### src/rtl/mac_acc_pipe.sv
// Two-stage multiply-accumulate: stage 1 registers the product, stage 2 folds it
// into a running sum with optional saturation, a sticky overflow flag and a product count.
module mac_acc_pipe #(
  parameter int N      = 16,
  parameter int ACC_W  = 40,
  parameter int SIGNED = 0,
  parameter int SAT    = 1,
  parameter int CNT_W  = 16
) (
  input  logic             clk,
  input  logic             reset,
  input  logic             in_valid,
  input  logic             clear,
  input  logic [N-1:0]     A,
  input  logic [N-1:0]     B,
  output logic [ACC_W-1:0] accumulator,
  output logic             acc_valid,
  output logic             overflow,
  output logic [CNT_W-1:0] mac_count
);

  localparam int   PW     = 2 * N;
  localparam logic SGN    = (SIGNED != 0);
  localparam logic SAT_EN = (SAT != 0);

  function automatic logic [ACC_W-1:0] ext_prod(input logic [PW-1:0] p);
    logic signed [PW-1:0] ps;
    ps = p;
    return SGN ? ACC_W'(ps) : ACC_W'(p);
  endfunction

  // Returns {overflow, result}; result is clamped when saturation is enabled.
  function automatic logic [ACC_W:0] sat_add(input logic [ACC_W-1:0] a,
                                             input logic [ACC_W-1:0] b);
    logic [ACC_W:0]   s;
    logic             ovf;
    logic [ACC_W-1:0] r;
    s = {1'b0, a} + {1'b0, b};
    if (SGN) ovf = (a[ACC_W-1] == b[ACC_W-1]) && (s[ACC_W-1] != a[ACC_W-1]);
    else     ovf = s[ACC_W];
    r = s[ACC_W-1:0];
    if (ovf && SAT_EN) begin
      if (SGN) r = a[ACC_W-1] ? {1'b1, {(ACC_W-1){1'b0}}} : {1'b0, {(ACC_W-1){1'b1}}};
      else     r = '1;
    end
    return {ovf, r};
  endfunction

  // Stage 1: product register
  logic [PW-1:0] prod_p1_d, prod_p1_q;
  logic          vld_p1_d, vld_p1_q;
  logic          clr_p1_d, clr_p1_q;

  always_comb begin
    prod_p1_d = {{N{SGN & A[N-1]}}, A} * {{N{SGN & B[N-1]}}, B};
    vld_p1_d  = in_valid;
    clr_p1_d  = clear;
  end

  always_ff @(posedge clk) begin
    if (reset) vld_p1_q <= 1'b0;
    else       vld_p1_q <= vld_p1_d;
  end

  always_ff @(posedge clk) begin
    prod_p1_q <= prod_p1_d;
    clr_p1_q  <= clr_p1_d;
  end

  // Stage 2: accumulate
  logic [ACC_W-1:0] acc_p2_d, acc_p2_q;
  logic             ovf_p2_d, ovf_p2_q;
  logic             vld_p2_d, vld_p2_q;
  logic [CNT_W-1:0] cnt_p2_d, cnt_p2_q;
  logic [ACC_W-1:0] prod_ext;
  logic [ACC_W:0]   add_res;

  always_comb begin
    acc_p2_d = acc_p2_q;
    ovf_p2_d = ovf_p2_q;
    cnt_p2_d = cnt_p2_q;
    vld_p2_d = vld_p1_q;
    prod_ext = ext_prod(prod_p1_q);
    add_res  = sat_add(acc_p2_q, prod_ext);
    if (vld_p1_q) begin
      if (clr_p1_q) begin
        acc_p2_d = prod_ext;
        ovf_p2_d = 1'b0;
        cnt_p2_d = CNT_W'(1);
      end else begin
        acc_p2_d = add_res[ACC_W-1:0];
        ovf_p2_d = ovf_p2_q | add_res[ACC_W];
        if (cnt_p2_q != '1) cnt_p2_d = cnt_p2_q + CNT_W'(1);
      end
    end
  end

  always_ff @(posedge clk) begin
    if (reset) begin
      acc_p2_q <= '0;
      ovf_p2_q <= 1'b0;
      vld_p2_q <= 1'b0;
      cnt_p2_q <= '0;
    end else begin
      acc_p2_q <= acc_p2_d;
      ovf_p2_q <= ovf_p2_d;
      vld_p2_q <= vld_p2_d;
      cnt_p2_q <= cnt_p2_d;
    end
  end

  assign accumulator = acc_p2_q;
  assign acc_valid   = vld_p2_q;
  assign overflow    = ovf_p2_q;
  assign mac_count   = cnt_p2_q;

endmodule

### config.mk
export PLATFORM = sky130hd
export DESIGN_NAME = mac_acc_pipe
export DESIGN_NICKNAME = d
export VERILOG_FILES = /design/src/rtl/mac_acc_pipe.sv
export SDC_FILE = /design/constraint.sdc
export NUM_CORES = 1
export LEC_CHECK = 0
export BUFFER_PORTS_ARGS = -buffer_cell sky130_fd_sc_hd__buf_2
export CAP_MARGIN = 20
export CORE_ASPECT_RATIO = 1.5
export CORE_UTILIZATION = 56
export DETAILED_ROUTE_END_ITERATION = 6
export GPL_TIMING_DRIVEN = 0
export PLACE_DENSITY = 0.87
export REMOVE_ABC_BUFFERS = 1
export SYNTH_ARGS = -nofsm -noshare
export SYNTH_HDL_FRONTEND = slang
export SYNTH_SLANG_ARGS = --single-unit
### constraint.sdc
create_clock -name clk -period 7.15 [get_ports clk]
set_input_delay 1.43 -clock clk [delete_from_list [all_inputs] [get_ports clk]]
set_output_delay 1.43 -clock clk [all_outputs]
set_load 0.02 [all_outputs]
==> results_tabular.tex, run 1 <==
\begin{tabular}{lr}
\hline
Metric & Value \\
\hline
\multicolumn{2}{l}{\textbf{Clock tree}} \\
\quad CTS tree & yes \\
\quad Number of buffers added for setup after CTS & 0 \\
\quad TritonCTS buffer count & 9 \\
\quad Worst-Skew Late Latency & 0.34 ns \\
\quad Clock tree sinks & 92 \\
\quad Post-cts repair resize count & 0 \\
\quad Number of buffers on the longest clock path & 2 \\
\quad Clock transition time at the flip-flop clock pins of the worst setup and hold paths & 0.07 ns \\
\quad H-Tree Level Count & 3 \\
\quad Root cell of the clock tree & sky130\_fd\_sc\_hd\_\_clkbuf\_16 \\
\quad CTS hold repair buffers & 0 \\
\multicolumn{2}{l}{\textbf{Global route}} \\
\quad Antenna violations before repair & 0 \\
\quad Global-route wire length before repair & 51.55 mm \\
\quad Total global routing overflow & 0 \\
\quad Overall fraction of global-route tracks in use & 26.61\% \\
\quad Vias in the first global route & 11229 \\
\quad Largest net degree at the start of global routing & 31 \\
\multicolumn{2}{l}{\textbf{Route}} \\
\quad Via count & 10582 \\
\quad First-pass detailed-route iteration total & 5 \\
\quad Drt total wl & 30.37 mm \\
\quad Routed wire length per instance & 16.20 um \\
\quad First-iteration detailed-routing DRC count & 559 \\
\quad Number of routed nets with antenna violations & 0 \\
\quad Via/cell ratio & 5.644 \\
\quad Post-detailed-route DRC marker count & 0 \\
\multicolumn{2}{l}{\textbf{STA}} \\
\quad Final number of setup-violating endpoints & 0 \\
\quad Final Critical Period & 6.879 ns \\
\quad Number of pins exceeding their max-slew limit in the final report & 0 \\
\quad Worst setup margin & 0.2705 ns \\
\quad Max-slew headroom at the worst pin & 29.50\% \\
\quad Fmax achieved & 145.4 MHz \\
\quad Post-route clock skew & 0.009589 ns \\
\quad Share of the clock period used by the worst path & 96.22\% \\
\quad RSZ-0062 raised after global routing & false \\
\quad Final Hold Vio Count & 0 \\
\quad Slew @ Worst Pin & 1.056 ns \\
\multicolumn{2}{l}{\textbf{Floorplanning}} \\
\quad Die Area & 24140 um2 \\
\quad Number of rows created at floorplan & 68 \\
\quad Num ports & 94 \\
\quad Core Box Area & 23060 um2 \\
\quad Die Wd & 127.2 um \\
\quad Initial Util & 57.10\% \\
\quad Height of the die & 189.8 um \\
\multicolumn{2}{l}{\textbf{Setup path}} \\
\quad Capture instance of the worst register-to-register path & accumulator[31] \\
\quad Crit Reg-Reg Startpoint & accumulator[5] \\
\quad Top Family by Delay on Critical Path & adder cells \\
\quad Cell-by-cell trace of the critical path & buf\_2 > nand2\_1 > fa\_1 > fa\_1 > fa\_1 > fa\_1 > inv\_1 > fa\_1 > inv\_1 > fa\_1 > inv\_1 > ha\_1 > a21oi\_1 > o21ai\_2 > a311oi\_2 > nor4\_1 > a211o\_1 > a21oi\_2 > o21bai\_1 > a21oi\_1 > xnor2\_1 \\
\quad Worst reg2reg setup slack & 3.57 ns \\
\quad Critical path's most frequent cell & sky130\_fd\_sc\_hd\_\_fa\_1 \\
\quad Top fanout value on the critical path & 16 \\
\quad Type of origin of the critical path & primary input \\
\quad Arrival time at the worst endpoint & 7.15 ns \\
\quad Largest stage delay on the critical path & 0.57 ns \\
\quad Required time at the endpoint of the critical path & 7.42 ns \\
\quad FF-to-FF path depth & 10 \\
\quad Worst path bufs/invs & 4 \\
\quad Startpoint-to-endpoint class of the critical path & in -> reg \\
\quad Critical Path Sink Type & register \\
\quad Slowest cell on crit path & sky130\_fd\_sc\_hd\_\_fa\_1 \\
\multicolumn{2}{l}{\textbf{Synth}} \\
\quad Top FF cell, synth & sky130\_fd\_sc\_hd\_\_dfxtp\_1 \\
\quad EDFF count, synth & 0 \\
\quad Warning count from the yosys run & 0 \\
\quad Count of cell types in the netlist & 61 \\
\quad Per-instance average area after synthesis & 8.713 um2 \\
\quad Post-Synthesis Cell Area & 13170 um2 \\
\quad Gate count after technology mapping & 1511 \\
\quad Proportion of synthesized flip-flops having asynchronous set or reset & 0\% \\
\quad Seq cells post-synth & 92 \\
\quad Seq/Total Area, Yosys & 13.99\% \\
\multicolumn{2}{l}{\textbf{Pwr}} \\
\quad P per Cell Area & 478.9 nW/um2 \\
\quad Worst IR drop on VDD & 475.7 uV \\
\quad Leakage power & 7.278 nW \\
\multicolumn{2}{l}{\textbf{Place}} \\
\quad Placed cell count & 1859 \\
\quad Dpl hpwl & 24.76 mm \\
\quad Worst slack at placement & -0.3253 ns \\
\quad Count of port buffers added during placement & 93 \\
\quad Placer's final routability congestion estimate & 0.9184 \\
\multicolumn{2}{l}{\textbf{Cells and area}} \\
\quad Most frequent standard cell in the layout excluding fill and tap cells & sky130\_fd\_sc\_hd\_\_inv\_1 \\
\quad Post-Layout Cell Count & 1875 \\
\quad Layout cell share with drive strength beyond 1 & 8.269\% \\
\quad \# nets final & 1923 \\
\quad Final core utilization & 61.42\% \\
\quad Commonest cells after routing, fill and taps aside & sky130\_fd\_sc\_hd\_\_inv\_1 (240), sky130\_fd\_sc\_hd\_\_fa\_1 (195), sky130\_fd\_sc\_hd\_\_nand2\_1 (181) \\
\quad Number of antenna cells inserted & 0 \\
\quad Post-synthesis to final-layout area growth & 7.574\% \\
\multicolumn{2}{l}{\textbf{Job}} \\
\quad Max Cap Violations & 0 \\
\multicolumn{2}{l}{\textbf{Worst hold path}} \\
\quad Startpoint of the lowest-slack hold path & overflow \\
\quad WHS Endpoint & overflow \\
\quad Min-Delay Path Depth & 2 \\
\quad Min-Delay Path Class & reg -> reg \\
\multicolumn{2}{l}{\textbf{Run status}} \\
\quad Outcome & completed \\
\hline
\end{tabular}
stage by stage:
step | TNS [ns] | power, mW | hold slack, ns | cell area (um2)
finish | 0 | 6.782 | 0.4727 | 14160
global route | 0 | 7.593 | 0.5075 | 14160
CTS | 0 | 6.730 | 0.4741 | 14130
detailed placement | -0.9244 | 6.174 | 0.4577 | 13810
global placement | -0.2530 | 6.029 | 0.4419 | 13770
floorplan | 0 | 5.013 | 0.5050 | 12910
worst max path at each step:
| stage | start | end | cells after the start |
|---|---|---|---|
| global placement | A[10] | prod_p1_q[31] | 21 |
| floorplan | A[7] | prod_p1_q[31] | 21 |
| global route | A[10] | prod_p1_q[31] | 21 |
| detailed placement | A[9] | prod_p1_q[31] | 22 |
| CTS | A[9] | prod_p1_q[31] | 22 |
| finish | A[10] | prod_p1_q[31] | 21 |
synthesized netlist by cell type (all sizes together) (9+ instances only):
library cell | number | area [um2]
nand3 | 17 | 85.08
xor2 | 28 | 245.2
a211oi | 19 | 147.6
a21o | 52 | 390.4
and2 | 122 | 765.7
or3 | 10 | 62.56
dfxtp | 92 | 1842
inv | 240 | 900.9
clkbuf | 55 | 207.7
nor3 | 11 | 55.05
nand2 | 181 | 679.4
xnor2 | 38 | 332.8
o21ai | 60 | 315.3
a31oi | 15 | 108.9
nor2 | 46 | 172.7
a21oi | 89 | 460.5
fa | 195 | 3904
and3 | 10 | 62.56
o21a | 9 | 67.56
nand4 | 9 | 56.30
ha | 137 | 1714
per-layer routing:
layer,wire length (um),track usage [%]
met5,0,0
met4,1190,12.87
met3,1597,3.009
met2,16040,49.85
met1,11540,29.69
worst register-to-register path: cells and delay by family (launching register included):
kind	cells	cell delay [ns]
AOI/OAI and AO/OA	7	1.95
and+or+nand+nor	2	0.81
adders and majority gates	1	0.35
DFF	1	0.33
flip-flops by register name (all words and copies together), names as in the netlist:
| register | cells |
|---|---|
| overflow | 1 |
| acc_valid | 1 |
| prod_p1_q | 32 |
| accumulator | 40 |
| vld_p1_q | 1 |
| clr_p1_q | 1 |
| mac_count | 16 |
cell type report:
cell class / count / area [um2]
clock buffer: 10 / 229.0
timing repair buffer: 95 / 505.5
sequential: 92 / 1842
multi-input combinational: 1117 / 10200
inverter: 240 / 900.9
fill: 1912 / 8895
clock inverter: 6 / 95.09
tap: 315 / 394.1
report_power, final:
part	leakage, nW	total [mW]	switching, mW	internal (mW)
Clock	0.151	0.513	0.203	0.310
Combinational	6.37	5.48	3.10	2.37
Sequential	0.759	0.792	0.0827	0.709
cell families after synthesis:
kind of cell | synth area share, %
flops | 13.99
buf+inv | 8.772
xor+xnor | 4.391
compound gates | 13.96
simple gates | 16.21
fa+ha+maj | 42.67
Note: power is estimated with default switching activity, not from simulation.
==> run 2: changes to the inputs <==
Settings changed: ABC_AREA from default to 1, PLACE_DENSITY 0.87 to 0.86.
==> results_tabular.tex, run 2 <==
\begin{tabular}{lr}
\hline
Metric & Value \\
\hline
\multicolumn{2}{l}{\textbf{STA}} \\
\quad Number of pins exceeding their max-slew limit in the final report & 0 \\
\quad Final number of setup-violating endpoints & 0 \\
\quad Share of the clock period used by the worst path & 94.39\% \\
\quad Final Critical Period & 6.749 ns \\
\quad Slew @ Worst Pin & 0.9781 ns \\
\quad Post-route clock skew & 0.009287 ns \\
\quad RSZ-0062 raised after global routing & false \\
\quad Final Hold Vio Count & 0 \\
\quad Accumulated negative setup slack & 0 ns \\
\quad Max-slew headroom at the worst pin & 34.71\% \\
\quad Fmax achieved & 148.2 MHz \\
\quad Worst setup margin & 0.4008 ns \\
\multicolumn{2}{l}{\textbf{Pwr}} \\
\quad Logic pwr share & 81.8\% \\
\quad Clock network fraction of design power & 7.2\% \\
\quad Leakage power & 9.359 nW \\
\quad Worst IR drop on VDD & 467.3 uV \\
\quad Sw Pwr & 4.072 mW \\
\quad Sequential cell fraction of total power & 10.9\% \\
\quad P per Cell Area & 459.9 nW/um2 \\
\quad Switching share of power & 55.30\% \\
\quad Int Power & 3.291 mW \\
\multicolumn{2}{l}{\textbf{Global route}} \\
\quad Antenna violations before repair & 0 \\
\quad Global-route wire length before repair & 66.68 mm \\
\quad Total global routing overflow & 0 \\
\quad Overall fraction of global-route tracks in use & 30.95\% \\
\quad Largest net degree at the start of global routing & 62 \\
\quad Vias in the first global route & 14323 \\
\multicolumn{2}{l}{\textbf{Synth}} \\
\quad Seq/Total Area, Yosys & 12.16\% \\
\quad Biggest area consumer among synthesized cells & sky130\_fd\_sc\_hd\_\_fa\_1 \\
\quad Proportion of synthesized flip-flops having asynchronous set or reset & 0\% \\
\quad Top FF cell, synth & sky130\_fd\_sc\_hd\_\_dfxtp\_1 \\
\quad EDFF count, synth & 0 \\
\quad Seq cells post-synth & 92 \\
\quad Top cell types by occurrence after synthesis & sky130\_fd\_sc\_hd\_\_nand2\_1 (668), sky130\_fd\_sc\_hd\_\_inv\_1 (501), sky130\_fd\_sc\_hd\_\_fa\_1 (195), sky130\_fd\_sc\_hd\_\_nor2\_1 (141), sky130\_fd\_sc\_hd\_\_ha\_1 (137) \\
\quad Gate count after technology mapping & 2216 \\
\quad Most used standard cell by instance count after synthesis & sky130\_fd\_sc\_hd\_\_nand2\_1 \\
\quad Largest cells by area after synthesis & sky130\_fd\_sc\_hd\_\_fa\_1 (26\%), sky130\_fd\_sc\_hd\_\_nand2\_1 (17\%), sky130\_fd\_sc\_hd\_\_inv\_1 (12\%) \\
\quad Warning count from the yosys run & 0 \\
\quad Post-Synthesis Cell Area & 15150 um2 \\
\quad Share of the synthesized area in the top cell type & 25.77\% \\
\quad Count of cell types in the netlist & 45 \\
\quad Per-instance average area after synthesis & 6.836 um2 \\
\multicolumn{2}{l}{\textbf{Worst hold path}} \\
\quad Min-Delay Path Depth & 2 \\
\quad Startpoint of the lowest-slack hold path & mac\_count[8] \\
\quad Min-Delay Path Class & reg -> reg \\
\quad WHS Endpoint & mac\_count[8] \\
\multicolumn{2}{l}{\textbf{Route}} \\
\quad Routed wire length per instance & 15.71 um \\
\quad Post-detailed-route DRC marker count & 0 \\
\quad First-iteration detailed-routing DRC count & 723 \\
\quad Via/cell ratio & 5.370 \\
\quad Number of routed nets with antenna violations & 0 \\
\quad Via count & 13823 \\
\quad First-pass detailed-route iteration total & 7 \\
\quad Drt total wl & 40.44 mm \\
\multicolumn{2}{l}{\textbf{Cells and area}} \\
\quad Layout cell share with drive strength beyond 1 & 6.974\% \\
\quad \# nets final & 2600 \\
\quad Number of antenna cells inserted & 0 \\
\quad Commonest cells after routing, fill and taps aside & sky130\_fd\_sc\_hd\_\_nand2\_1 (668), sky130\_fd\_sc\_hd\_\_inv\_1 (501), sky130\_fd\_sc\_hd\_\_fa\_1 (195) \\
\quad Final core utilization & 60.23\% \\
\quad Flip-flop count of the largest register, all copies and words added & 40 \\
\quad Most frequent standard cell in the layout excluding fill and tap cells & sky130\_fd\_sc\_hd\_\_nand2\_1 \\
\quad Post-synthesis to final-layout area growth & 5.683\% \\
\multicolumn{2}{l}{\textbf{Floorplanning}} \\
\quad Num ports & 94 \\
\quad Height of the die & 203.4 um \\
\quad Number of rows created at floorplan & 73 \\
\quad Die Wd & 136.3 um \\
\quad Initial Util & 56.99\% \\
\quad Die Area & 27730 um2 \\
\quad Core Box Area & 26580 um2 \\
\multicolumn{2}{l}{\textbf{Setup path}} \\
\quad Type of origin of the critical path & primary input \\
\quad Crit Reg-Reg Startpoint & vld\_p1\_q \\
\quad Startpoint-to-endpoint class of the critical path & in -> reg \\
\quad Required time at the endpoint of the critical path & 7.41 ns \\
\quad FF-to-FF path depth & 5 \\
\quad Cell-by-cell trace of the critical path & buf\_2 > nand2\_1 > fa\_1 > fa\_1 > inv\_1 > fa\_1 > fa\_1 > fa\_1 > inv\_1 > fa\_1 > inv\_1 > ha\_1 > nand2\_1 > inv\_1 > nand2\_1 > nor3\_1 > nand4\_1 > nand3\_1 > a21o\_1 > nand2\_1 > nand3\_1 > nand2\_1 \\
\quad Top fanout value on the critical path & 16 \\
\quad Capture instance of the worst register-to-register path & accumulator[37] \\
\quad Critical Path Sink Type & register \\
\quad Slowest cell on crit path & sky130\_fd\_sc\_hd\_\_fa\_1 \\
\quad Critical path's most frequent cell & sky130\_fd\_sc\_hd\_\_fa\_1 \\
\quad Largest stage delay on the critical path & 0.56 ns \\
\quad Worst reg2reg setup slack & 4.16 ns \\
\quad Arrival time at the worst endpoint & 7.01 ns \\
\multicolumn{2}{l}{\textbf{Place}} \\
\quad Dpl hpwl & 32.79 mm \\
\quad Count of port buffers added during placement & 93 \\
\quad Worst slack at placement & 0.02190 ns \\
\quad Placer's final routability congestion estimate & 0.9316 \\
\multicolumn{2}{l}{\textbf{Run status}} \\
\quad Outcome & completed \\
\multicolumn{2}{l}{\textbf{Clock tree}} \\
\quad H-Tree Level Count & 3 \\
\quad TritonCTS buffer count & 9 \\
\quad Number of buffers added for setup after CTS & 0 \\
\quad Clock transition time at the flip-flop clock pins of the worst setup and hold paths & 0.07 ns \\
\quad Post-cts repair resize count & 0 \\
\quad Worst-Skew Late Latency & 0.37 ns \\
\quad Clock tree sinks & 92 \\
\quad CTS hold repair buffers & 0 \\
\quad Root cell of the clock tree & sky130\_fd\_sc\_hd\_\_clkbuf\_16 \\
\quad CTS tree & yes \\
\quad Number of buffers on the longest clock path & 2 \\
\multicolumn{2}{l}{\textbf{Job}} \\
\quad Max Cap Violations & 0 \\
\hline
\end{tabular}
[run 2: changes by cell type after synthesis, moves of 12 or more]
cell	previous run	this run
sky130_fd_sc_hd__a21o_1	52	6
sky130_fd_sc_hd__o21ai_0	58	28
sky130_fd_sc_hd__and2_1	121	0
sky130_fd_sc_hd__a21oi_1	87	101
sky130_fd_sc_hd__nand3_1	17	98
sky130_fd_sc_hd__nand2_1	181	668
sky130_fd_sc_hd__inv_1	240	501
sky130_fd_sc_hd__nor2_1	46	141
sky130_fd_sc_hd__a211oi_1	18	1
sky130_fd_sc_hd__xnor2_1	38	26
sky130_fd_sc_hd__clkbuf_1	54	78
[run 2: layout make-up]
class,instances,area (um2)
well taps,337,421.7
fillers,2389,10570
inverters,509,1912
repair buffers,94,480.5
flip-flops and latches,92,1842
multi-input cells,1526,11030
clock buffers,10,229.0
clock inverters,6,93.84
[run 2: cell families after synthesis]
kind of cell	after synthesis	share of synthesized area, %
and+or+nand+nor	981	26.93
buffers and inverters	598	15.04
adders and majority gates	332	37.09
AOI/OAI and AO/OA	165	6.005
DFF	92	12.16
xor gates and xnor gates	48	2.775
[run 2: worst max-delay path by stage]
| stage | startpoint | to | slack, ns | cells after the start |
|---|---|---|---|---|
| 6_report | A[12] | prod_p1_q[28] | 0.40 | 22 |
| 5_1_grt | A[9] | prod_p1_q[27] | 0.21 | 19 |
| 4_1_cts | A[7] | prod_p1_q[27] | 0.41 | 21 |
| 3_5_place_dp | A[7] | prod_p1_q[27] | 0.02 | 21 |
| 3_3_place_gp | A[7] | prod_p1_q[27] | 0.07 | 21 |
| 2_1_floorplan | A[7] | prod_p1_q[27] | 1.12 | 20 |
[run 2: power groups by stage]
stage / registers, mW / clock network (mW) / logic [mW]
6_report: 0.805 / 0.533 / 6.02
5_1_grt: 0.816 / 0.560 / 6.82
4_1_cts: 0.802 / 0.543 / 6.01
3_5_place_dp: 0.814 / 0 / 5.97
3_3_place_gp: 0.810 / 0 / 5.82
2_1_floorplan: 0.808 / 0 / 4.56
[run 2: through the flow]
stage | instance area, um2 | hold slack (ns) | power (mW) | std cells
detailed placement | 15690 | 0.4705 | 6.779 | 2558
global placement | 15670 | 0.4462 | 6.626 | 2557
finish | 16010 | 0.4880 | 7.363 | 2574
CTS | 16010 | 0.4815 | 7.356 | 2574
global route | 16010 | 0.5105 | 8.194 | 2574
floorplan | 14780 | 0.5367 | 5.372 | 2127
[run 2: critical path: cells and delay by family]
| family | cells | cell delay [ns] |
|---|---|---|
| simple gates | 9 | 1.43 |
| compound gates | 1 | 0.18 |
| buf+inv | 5 | 0.56 |
| fa+ha+maj | 7 | 3.40 |
[run 2: layer usage]
layer | up-vias | track usage, % | wire length, um
li1 | 6628 | - | -
met1 | 6512 | 32.07 | 14100
met2 | 529 | 58.45 | 21500
met3 | 154 | 3.256 | 2389
met4 | 0 | 18.85 | 2451
met5 | - | 0 | 0
